===== src/rtl/uart_host_pkg.sv =====
// Register map, status bit positions and FSM states shared by the UART host driver.
package uart_host_pkg;

  localparam logic [3:0] UART_TXDATA = 4'h0;
  localparam logic [3:0] UART_RXDATA = 4'h4;
  localparam logic [3:0] UART_BAUD   = 4'h8;
  localparam logic [3:0] UART_CTRL   = 4'hC;

  localparam int ST_TX_FULL    = 0;
  localparam int ST_RX_EMPTY   = 1;
  localparam int ST_PARITY_ERR = 2;
  localparam int ST_STOP_ERR   = 3;
  localparam int ST_BUSY       = 4;

  typedef enum logic [3:0] {
    INIT_BAUD,
    INIT_CTRL,
    POLL,
    POLL_WAIT,
    RX_RD,
    RX_WAIT,
    TX_WR,
    GAP
  } host_state_e;

endpackage


===== src/rtl/uart_host_driver.sv =====
// Bus initiator for the memory-mapped UART: programs baud/ctrl after reset, then polls
// STATUS and moves bytes between a valid/ready TX source and an RX strobe output.
module uart_host_driver
  import uart_host_pkg::*;
#(
  parameter logic [15:0] BAUD_DIV  = 16'd434,
  parameter logic [3:0]  CTRL_INIT = 4'b0001,
  parameter int unsigned POLL_GAP  = 4
) (
  input  logic        clock,
  input  logic        reset,
  input  logic [7:0]  tx_byte,
  input  logic        tx_valid,
  output logic        tx_ready,
  output logic [7:0]  rx_byte,
  output logic        rx_valid,
  output logic [1:0]  rx_err,
  output logic        init_done,
  output logic        uart_sel,
  output logic        uart_wr_enable,
  output logic [3:0]  uart_addr,
  output logic [31:0] wdata_mem,
  input  logic [31:0] uart_data
);

  localparam logic [3:0] GAP_LAST = 4'(POLL_GAP - 1);

  host_state_e state_q, state_d;
  logic       run_q, run_d;
  logic [3:0] gap_q, gap_d;
  logic [1:0] stat_err_q, stat_err_d;
  logic [7:0] rx_byte_q, rx_byte_d;
  logic [1:0] rx_err_q, rx_err_d;
  logic       rx_valid_q, rx_valid_d;
  logic       init_done_q, init_done_d;

  logic unused_data_bits;
  assign unused_data_bits = ^uart_data[31:8];

  // run_q holds the bus quiet for the first cycle after reset so every output is 0 in reset.
  always_comb begin
    state_d     = state_q;
    run_d       = 1'b1;
    gap_d       = gap_q;
    stat_err_d  = stat_err_q;
    rx_byte_d   = rx_byte_q;
    rx_err_d    = rx_err_q;
    rx_valid_d  = 1'b0;
    init_done_d = init_done_q;
    if (run_q) begin
      case (state_q)
        INIT_BAUD: state_d = INIT_CTRL;
        INIT_CTRL: begin
          state_d     = POLL;
          init_done_d = 1'b1;
        end
        POLL:      state_d = POLL_WAIT;
        POLL_WAIT: begin
          stat_err_d = {uart_data[ST_STOP_ERR], uart_data[ST_PARITY_ERR]};
          gap_d      = 4'd0;
          if (!uart_data[ST_RX_EMPTY])
            state_d = RX_RD;
          else if (tx_valid && !uart_data[ST_TX_FULL])
            state_d = TX_WR;
          else if (POLL_GAP == 0)
            state_d = POLL;
          else
            state_d = GAP;
        end
        RX_RD:     state_d = RX_WAIT;
        RX_WAIT: begin
          rx_byte_d  = uart_data[7:0];
          rx_err_d   = stat_err_q;
          rx_valid_d = 1'b1;
          state_d    = POLL;
        end
        TX_WR:     state_d = POLL;
        GAP: begin
          if (gap_q == GAP_LAST) begin
            state_d = POLL;
            gap_d   = 4'd0;
          end else begin
            gap_d = gap_q + 4'd1;
          end
        end
        default:   state_d = INIT_BAUD;
      endcase
    end
  end

  // TX_WR re-checks tx_valid in the write cycle itself, so a withdrawn byte is never written.
  always_comb begin
    uart_sel       = 1'b0;
    uart_wr_enable = 1'b0;
    uart_addr      = 4'h0;
    wdata_mem      = 32'h0;
    tx_ready       = 1'b0;
    if (run_q) begin
      case (state_q)
        INIT_BAUD: begin
          uart_sel       = 1'b1;
          uart_wr_enable = 1'b1;
          uart_addr      = UART_BAUD;
          wdata_mem      = {16'h0, BAUD_DIV};
        end
        INIT_CTRL: begin
          uart_sel       = 1'b1;
          uart_wr_enable = 1'b1;
          uart_addr      = UART_CTRL;
          wdata_mem      = {28'h0, CTRL_INIT};
        end
        POLL: begin
          uart_sel  = 1'b1;
          uart_addr = UART_CTRL;
        end
        RX_RD: begin
          uart_sel  = 1'b1;
          uart_addr = UART_RXDATA;
        end
        TX_WR: begin
          if (tx_valid) begin
            uart_sel       = 1'b1;
            uart_wr_enable = 1'b1;
            uart_addr      = UART_TXDATA;
            wdata_mem      = {24'h0, tx_byte};
            tx_ready       = 1'b1;
          end
        end
        default: ;
      endcase
    end
  end

  always_ff @(posedge clock or negedge reset) begin
    if (!reset) begin
      state_q     <= INIT_BAUD;
      run_q       <= 1'b0;
      gap_q       <= 4'd0;
      stat_err_q  <= 2'b00;
      rx_byte_q   <= 8'h00;
      rx_err_q    <= 2'b00;
      rx_valid_q  <= 1'b0;
      init_done_q <= 1'b0;
    end else begin
      state_q     <= state_d;
      run_q       <= run_d;
      gap_q       <= gap_d;
      stat_err_q  <= stat_err_d;
      rx_byte_q   <= rx_byte_d;
      rx_err_q    <= rx_err_d;
      rx_valid_q  <= rx_valid_d;
      init_done_q <= init_done_d;
    end
  end

  assign rx_byte   = rx_byte_q;
  assign rx_err    = rx_err_q;
  assign rx_valid  = rx_valid_q;
  assign init_done = init_done_q;

endmodule


===== config.mk =====
export PLATFORM = sky130hd
export DESIGN_NAME = uart_host_driver
export DESIGN_NICKNAME = d
export VERILOG_FILES = /design/src/rtl/uart_host_pkg.sv /design/src/rtl/uart_host_driver.sv
export SDC_FILE = /design/constraint.sdc
export NUM_CORES = 1
export LEC_CHECK = 0
export ABC_AREA = 0
export BUFFER_PORTS_ARGS = -buffer_cell sky130_fd_sc_hd__buf_2
export CAP_MARGIN = 15
export CELL_PAD_IN_SITES_DETAIL_PLACEMENT = 1
export CELL_PAD_IN_SITES_GLOBAL_PLACEMENT = 1
export CORE_MARGIN = 3
export CORE_UTILIZATION = 31
export DETAILED_ROUTE_END_ITERATION = 8
export PLACE_DENSITY_LB_ADDON = 0.1
export SETUP_SLACK_MARGIN = 0.5
export SYNTH_ARGS = -nofsm -noshare
export SYNTH_HDL_FRONTEND = slang
export SYNTH_SLANG_ARGS = --single-unit

===== constraint.sdc =====
create_clock -name clock -period 3 [get_ports clock]
set_clock_uncertainty 0.05 [all_clocks]
set_input_delay 0.3 -clock clock [delete_from_list [all_inputs] [get_ports clock]]
set_output_delay 0.3 -clock clock [all_outputs]
set_load 0.01 [all_outputs]

; ---- Yosys cells after proc, flatten, opt, wreduce, memory -nomap -nowiden
; Cells that the tools add are included.
[word_totals]
reg_bits = 23
wordCells = 51
output_inout_bits = 51
[classes]
eq_ne = 9
reduce_logical = 13
mux = 20
add_sub_neg = 1
[ops]
columns = cell, count
row1 = $pmux 9 s3, 1
row2 = $pmux 4 s6, 1
row3 = $eq 4x3->1 const B, 4
row4 = $eq 4x2->1 const B, 3
row5 = $mux 4, 3
row6 = $pmux 4 s3, 1
row7 = $reduce_and 2->1, 5
row8 = $mux 9, 1
row9 = $mux 1, 8
row10 = $mux 8, 1
row11 = $pmux 4 s2, 1
row12 = $add 4x1->4 const B, 1
row13 = $eq 4x1->1 const B, 1
row14 = $logic_not 4->1, 1
row15 = $pmux 1 s2, 2
row16 = $reduce_or 2->1, 2
row17 = $reduce_or 4->1, 1
row18 = $reduce_or 3->1, 1
row19 = $mux 2, 1
row20 = $ne 2x2->1 const B, 1
row21 = $reduce_bool 2->1, 1
row22 = $logic_and 1x1->1, 1
row23 = $logic_not 1->1, 1

; ---- Depth between registers and ports, before layout
; Gate-level depths: netlist of the first run.
[logic_depth]
word_depth = 5
mapped_depth = 5
depth_no_buf = 4

; ---- Worst setup path before layout of the first run
; Ideal clock, no wire load.
[synth_path]
path_kind = flip-flop to output port
start = register state_q[0]
end = output wdata_mem[2]
path_buffers = 1
stages_incl_launch_ff = 5
t_arrival_ns = 1.109
t_required_ns = 2.650
setup_slack_ns = 1.541
path_cell_list = dfrtp_1 clkbuf_8 nand2b_1 nor2b_4 and2_1
[synth_via]
elab_chain_len = 3
[synth_rtl]
columns = element, line
row1 = "start, declared", uart_host_driver.sv:28  ; host_state_e state_q, state_d;
row2 = "start signal, assigned", uart_host_driver.sv:145  ; state_q <= state_d;
row3 = $eq 4x3->1 (tied with other cells), uart_host_driver.sv:99  ; case (state_q)
row4 = $pmux 9 s3 (*), uart_host_driver.sv:99
row5 = $mux 9 (*), uart_host_driver.sv:98  ; if (run_q) begin
row6 = "end, declared", uart_host_driver.sv:22  ; output logic [31:0] wdata_mem,
; Mark *: on every way between the ends. The rest lies on a longest branch, timed or not.

; ---- Final worst setup path of the first run
[layout_path]
start = register state_q[2]
end = output wdata_mem[6]
; Same word-level chain as after synthesis.

==> flow_summary.json, run 1 <==
{
  "viasPerCell": 4.51,
  "die_area_um2": 5200,
  "crit_fanout": 18,
  "start_util": 0.330,
  "busiest_layer": "met2",
  "dp.cells": 218,
  "dp_hpwl_mm": 2.27,
  "wl_per_cell_um": 13.1,
  "post_layout_nonfiller_instances": 222,
  "final_util": 0.370,
  "vias": 1001,
  "p_sw_mw": 0.510,
  "drv_slew": 0,
  "syn_inst": 133,
  "synth.avg_cell_area_um2": 10.2,
  "gp_congestion": 0.673,
  "final_nets": 218,
  "seqPwrFrac": 0.451,
  "holdPathStages": 2,
  "status": "complete, no violations",
  "drt.antenna.violating_nets": 0,
  "synth.distinct_cells": 34,
  "crit_type": "flip-flop to output port",
  "maxSlewHeadroom": 0.559,
  "synth.cell_area_um2": 1360,
  "p_int_mw": 0.764,
  "grt_max_degree": 23,
  "power.density_nw_per_um2": 837,
  "setup_violations": 0,
  "synth_xor_area_frac": 0.00646,
  "ys_ff_latch": 22,
  "min_path_type": "primary input to flip-flop",
  "insertion_delay_ps": 260,
  "syn2layout_area_growth_pct": 12.3,
  "cts_made_buffers": 3,
  "use_met3": 0.0249,
  "maxCapViolations": 0,
  "clock_path_buffers": 2,
  "core_um2": 4120,
  "route.detailed.drc": 0,
  "yosysSeqAreaShare": 0.406,
  "drive_gt1_frac": 0.372,
  "synth_area_leaders": "dfrtp_1, buf_4, mux2_2",
  "synth_top_area_frac": 0.406,
  "reg2regPathDepth": 3,
  "cts_root_buf": "clkbuf_8",
  "ys_async_sr_fraction": 1.00,
  "hold_viol_final": 0,
  "wl_mm": 2.92,
  "cts_setup_buffers": 0,
  "antenna_found_initial": 0,
  "cp-start-kind": "flip-flop",
  "grtUsageMet1": 0.148,
  "grt-ovfl-total": 0,
  "required_ps": 2650,
  "dr.pass1.iters": 4,
  "p_leak_nw": 0.785,
  "grt_first_pass_wirelength_mm": 4.92,
  "clk_pin_slew_ps": 80,
  "yosysWarnings": 0,
  "endpoint_kind": "output port",
  "track_usage": 0.118,
  "antenna_cells": 0,
  "worst_pin_slew_ps": 661,
  "muxShareOfSynthArea": 0.0996,
  "io_buffers": 44,
  "setup_tns_ps": 0,
  "fin_crit_sh": 0.736,
  "synth_top_area_cell": "dfrtp_1",
  "grt_pass1_vias": 1051,
  "placementRows": 23,
  "die_x_um": 72.1,
  "fp.dieH_um": 72.1,
  "ys_top_cells_by_count": "buf_4, dfrtp_1, mux2_2",
  "rsz0062_at_grt": "false",
  "post-synth-top-count-cell": "buf_4",
  "synthFlopType": "dfrtp_1",
  "boundaryPins": 94,
  "finalCriticalPeriod_ps": 2210,
  "crit_arrival_ps": 1860,
  "synth_compound_area_frac": 0.0886,
  "irDropWorstVdd_mv": 0.331,
  "cts_tree": "built",
  "p_comb_frac": 0.407,
  "synth_edf_count": 0,
  "fmax_mhz": 453,
  "synthSimpleGateAreaFrac": 0.184,
  "synth_fa_ha_area_frac": 0.00923,
  "clkPwrFrac": 0.142,
  "clkSinkCount": 22,
  "synth_top_family_by_area": "buffers and inverters",
  "p_sw_frac": 0.400,
  "grtUsageMet2": 0.200,
  "h-tree-depth": 1,
  "first_iter_violations": 52
}
## cell families (layout without fill, tap and decap cells)
logic type | count (synthesis) | after routing
other cells | 2 | 26
fa+ha+maj | 1 | 1
flops | 22 | 22
compound gates | 21 | 21
buf+inv | 37 | 52
xor+xnor | 1 | 1
simple gates | 37 | 37
mux | 12 | 12
## per-layer routing
metal | wire [um] | share of wire
met1 | 1170 | 0.40
met2 | 1450 | 0.50
met3 | 267 | 0.092
met4 | 31 | 0.011
met5 | 0 | 0
## sequential cells by signal (all words and copies together) (netlist names)
| name | cells |
|---|---|
| run_q | 1 |
| stat_err_q | 2 |
| rx_err | 2 |
| rx_byte | 8 |
| gap_q | 4 |
| rx_valid | 1 |
| state_q | 3 |
| init_done | 1 |
## path summary, 6_finish.rpt
path	from	end	slack, ps
max	state_q[2]	wdata_mem[6]	790
min	uart_data[5]	rx_byte[5]	220
max reg2reg	state_q[0]	stat_err_q[0]	1180
min reg2reg	init_done	init_done	420
max in group asynchronous	reset	state_q[0]	2070
min in group asynchronous	reset	rx_byte[2]	490
## power groups by stage
stage / clock network, mW / registers [mW] / logic, mW
floorplan: 0 / 0.516 / 0.465
global placement: 0 / 0.570 / 0.508
detailed placement: 0 / 0.582 / 0.528
CTS: 0.190 / 0.577 / 0.531
global route: 0.201 / 0.605 / 0.587
finish: 0.181 / 0.575 / 0.518
## through the flow
step | total power [mW] | worst slack (ps) | hold slack [ps] | area, um2
4_1_cts | 1.30 | 768 | 220 | 1520
3_5_place_dp | 1.11 | 1060 | 257 | 1470
2_1_floorplan | 0.981 | 1540 | -45.6 | 1450
5_1_grt | 1.39 | 648 | 220 | 1520
3_3_place_gp | 1.08 | 1110 | 244 | 1470
6_report | 1.27 | 791 | 223 | 1520
## critical path, cell delays in order (launching register included)
cell and delay [ps]:
dfrtp_1 760, and3_1 380, nor2b_4 210, and2_1 130, buf_2 120
## layout by cell type (no fill, tap or decap), types with 2 or more instances in the layout
cell      instances
a21oi_1           8
and2_1            3
buf_2            44
clkbuf_8          3
conb_1           26
dfrtp_1          22
inv_1             4
mux2_2           12
nand2_1           6
nand2b_1          3
nand3b_1          3
nand4b_1          2
nor2_1            9
o21ai_0           8
## timing repair
item | 4_1_cts | 5_1_grt
setup endpoints to repair | 0 | 0
hold endpoints to repair | 22 | 0
hold buffers | 1 | 0
resized for setup | 0 | 0
## cell type report
type,instances,area [um2]
fillers,507,2590
multi-input cells,98,623
flip-flops and latches,22,551
repair buffers,45,230
well taps,50,62.6
clock buffers,3,41.3
inverters,4,15.0
Note: power is estimated with default switching activity, not from simulation.
==> run 2: changes to the inputs <==
--- a/config.mk
+++ b/config.mk
@@ -11,7 +11,7 @@
 export CELL_PAD_IN_SITES_DETAIL_PLACEMENT = 1
 export CELL_PAD_IN_SITES_GLOBAL_PLACEMENT = 1
 export CORE_MARGIN = 3
-export CORE_UTILIZATION = 31
+export CORE_UTILIZATION = 29
 export DETAILED_ROUTE_END_ITERATION = 8
 export PLACE_DENSITY_LB_ADDON = 0.1
 export SETUP_SLACK_MARGIN = 0.5
==> constraint.sdc (replaced) <==
create_clock -name clock -period 2.1 [get_ports clock]
set_clock_uncertainty 0.05 [all_clocks]
set_input_delay 0.21 -clock clock [delete_from_list [all_inputs] [get_ports clock]]
set_output_delay 0.21 -clock clock [all_outputs]
set_load 0.01 [all_outputs]
==> flow_summary.json, run 2 (same netlist as run 1, synthesis figures left out) <==
{
  "syn2layout_area_growth_pct": 19.3,
  "required_ps": 1840,
  "final_util": 0.364,
  "power.density_nw_per_um2": 1220,
  "h-tree-depth": 1,
  "insertion_delay_ps": 260,
  "grt_max_degree": 23,
  "clkSinkCount": 22,
  "multi_input_area_um2": 654,
  "final_nets": 225,
  "setup_violations": 0,
  "ff_latch_area_um2": 556,
  "dp_hpwl_mm": 2.38,
  "rsz0062_at_grt": "true",
  "crit_arrival_ps": 1390,
  "min_path_type": "primary input to flip-flop",
  "crit_fanout": 7,
  "layout_common_cells": "buf_2, conb_1, dfrtp_1, mux2_2",
  "setup_tns_ps": 0,
  "wl_per_cell_um": 13.4,
  "crit_type": "flip-flop to output port",
  "endpoint_kind": "output port",
  "grt-ovfl-total": 0,
  "route.detailed.drc": 0,
  "boundaryPins": 94,
  "fp.dieH_um": 74.4,
  "track_usage": 0.113,
  "core_um2": 4440,
  "status": "complete, no violations",
  "die_x_um": 74.4,
  "gp_congestion": 0.649,
  "die_area_um2": 5530,
  "antenna_cells": 0,
  "clock_path_buffers": 2,
  "place_ws_ps": 401,
  "grt_first_pass_wirelength_mm": 4.89,
  "cp-start-kind": "flip-flop",
  "cts_tree": "built",
  "clk_pin_slew_ps": 80,
  "drt.antenna.violating_nets": 0,
  "irDropWorstVdd_mv": 0.494,
  "grt_pass1_vias": 1047,
  "dr.pass1.iters": 2,
  "cts_made_buffers": 3,
  "antenna_found_initial": 0,
  "fmax_mhz": 607,
  "viasPerCell": 4.55,
  "first_iter_violations": 16,
  "worst_slack_ps": 454,
  "largest_reg_flops": 8,
  "cts_root_buf": "clkbuf_8",
  "maxCapViolations": 0,
  "wl_mm": 3.09,
  "placementRows": 24,
  "hold_viol_final": 0,
  "drv_slew": 0,
  "vias": 1050,
  "start_util": 0.305,
  "fin_crit_sh": 0.784,
  "finalCriticalPeriod_ps": 1650,
  "p_leak_nw": 0.818,
  "io_buffers": 44,
  "fill_cells": 539,
  "final_common_cell": "buf_2",
  "drive_gt1_frac": 0.458
}
## run 2: cell count changes in the layout (fill, tap and decap cells not counted), moves of 2 or more
cell / before / now
a21oi_1: 8 / 6
nor2_1: 9 / 7
buf_4: 0 / 6
dfrtp_1: 22 / 18
dfrtp_2: 0 / 4
a21oi_2: 0 / 2
## run 2: what timing repair did
action | CTS | global route
resized for setup | 12 | 3
setup buffers | 4 | 0
endpoints found under the setup margin | 16 | 11
hold endpoints to repair | 22 | 0
hold buffers | 1 | 0
## run 2: final cells by class
type                            instances  area share
Clock buffer                            3      0.0255
Inverter                                4     0.00928
Multi-Input combinational cell         98       0.404
Sequential cell                        22       0.343
Tap cell                               52      0.0402
Timing Repair Buffer                   52       0.177
## run 2: metal layers
metal	routed length, um	vias to the layer above	track usage	share of wire
met5	0	-	0	0
met4	17	0	0.0237	0.0055
met3	166	2	0.0135	0.054
met2	1680	41	0.213	0.54
met1	1230	518	0.136	0.40
li1	-	489	-	-
## run 2: per-stage QoR
step                instances  instance area (um2)  power, mW  hold slack (ps)
floorplan                 157                 1450       1.40             -136
global placement          223                 1500       1.59              157
detailed placement        223                 1500       1.63              158
CTS                       231                 1610       2.00              126
global route              231                 1620       2.15              135
finish                    231                 1620       1.98              132
## run 2: path summary, 6_finish.rpt
kind | startpoint | to | slack [ps] | cells after the start
worst max-delay path | state_q[0] | uart_sel | 450 | 4
worst min-delay path | uart_data[4] | rx_byte[4] | 130 | 2
worst max register to register | state_q[1] | stat_err_q[0] | 600 | 4
worst min register to register | init_done | init_done | 430 | 1
max in group asynchronous | reset | state_q[2] | 1260 | 2
min in group asynchronous | reset | rx_byte[4] | 390 | 2
## run 2: power by group
part / switching, mW / internal (mW) / leakage, nW
clock network: 0.130 / 0.128 / 0.0216
registers: 0.117 / 0.600 / 0.261
logic: 0.530 / 0.476 / 0.535
total: 0.777 / 1.20 / 0.818
## run 2: critical path, cell delays in order, from the launching register on
cell	delay (ps)
dfrtp_2	420
buf_6	140
a21o_1	160
a221oi_2	230
buf_2	170
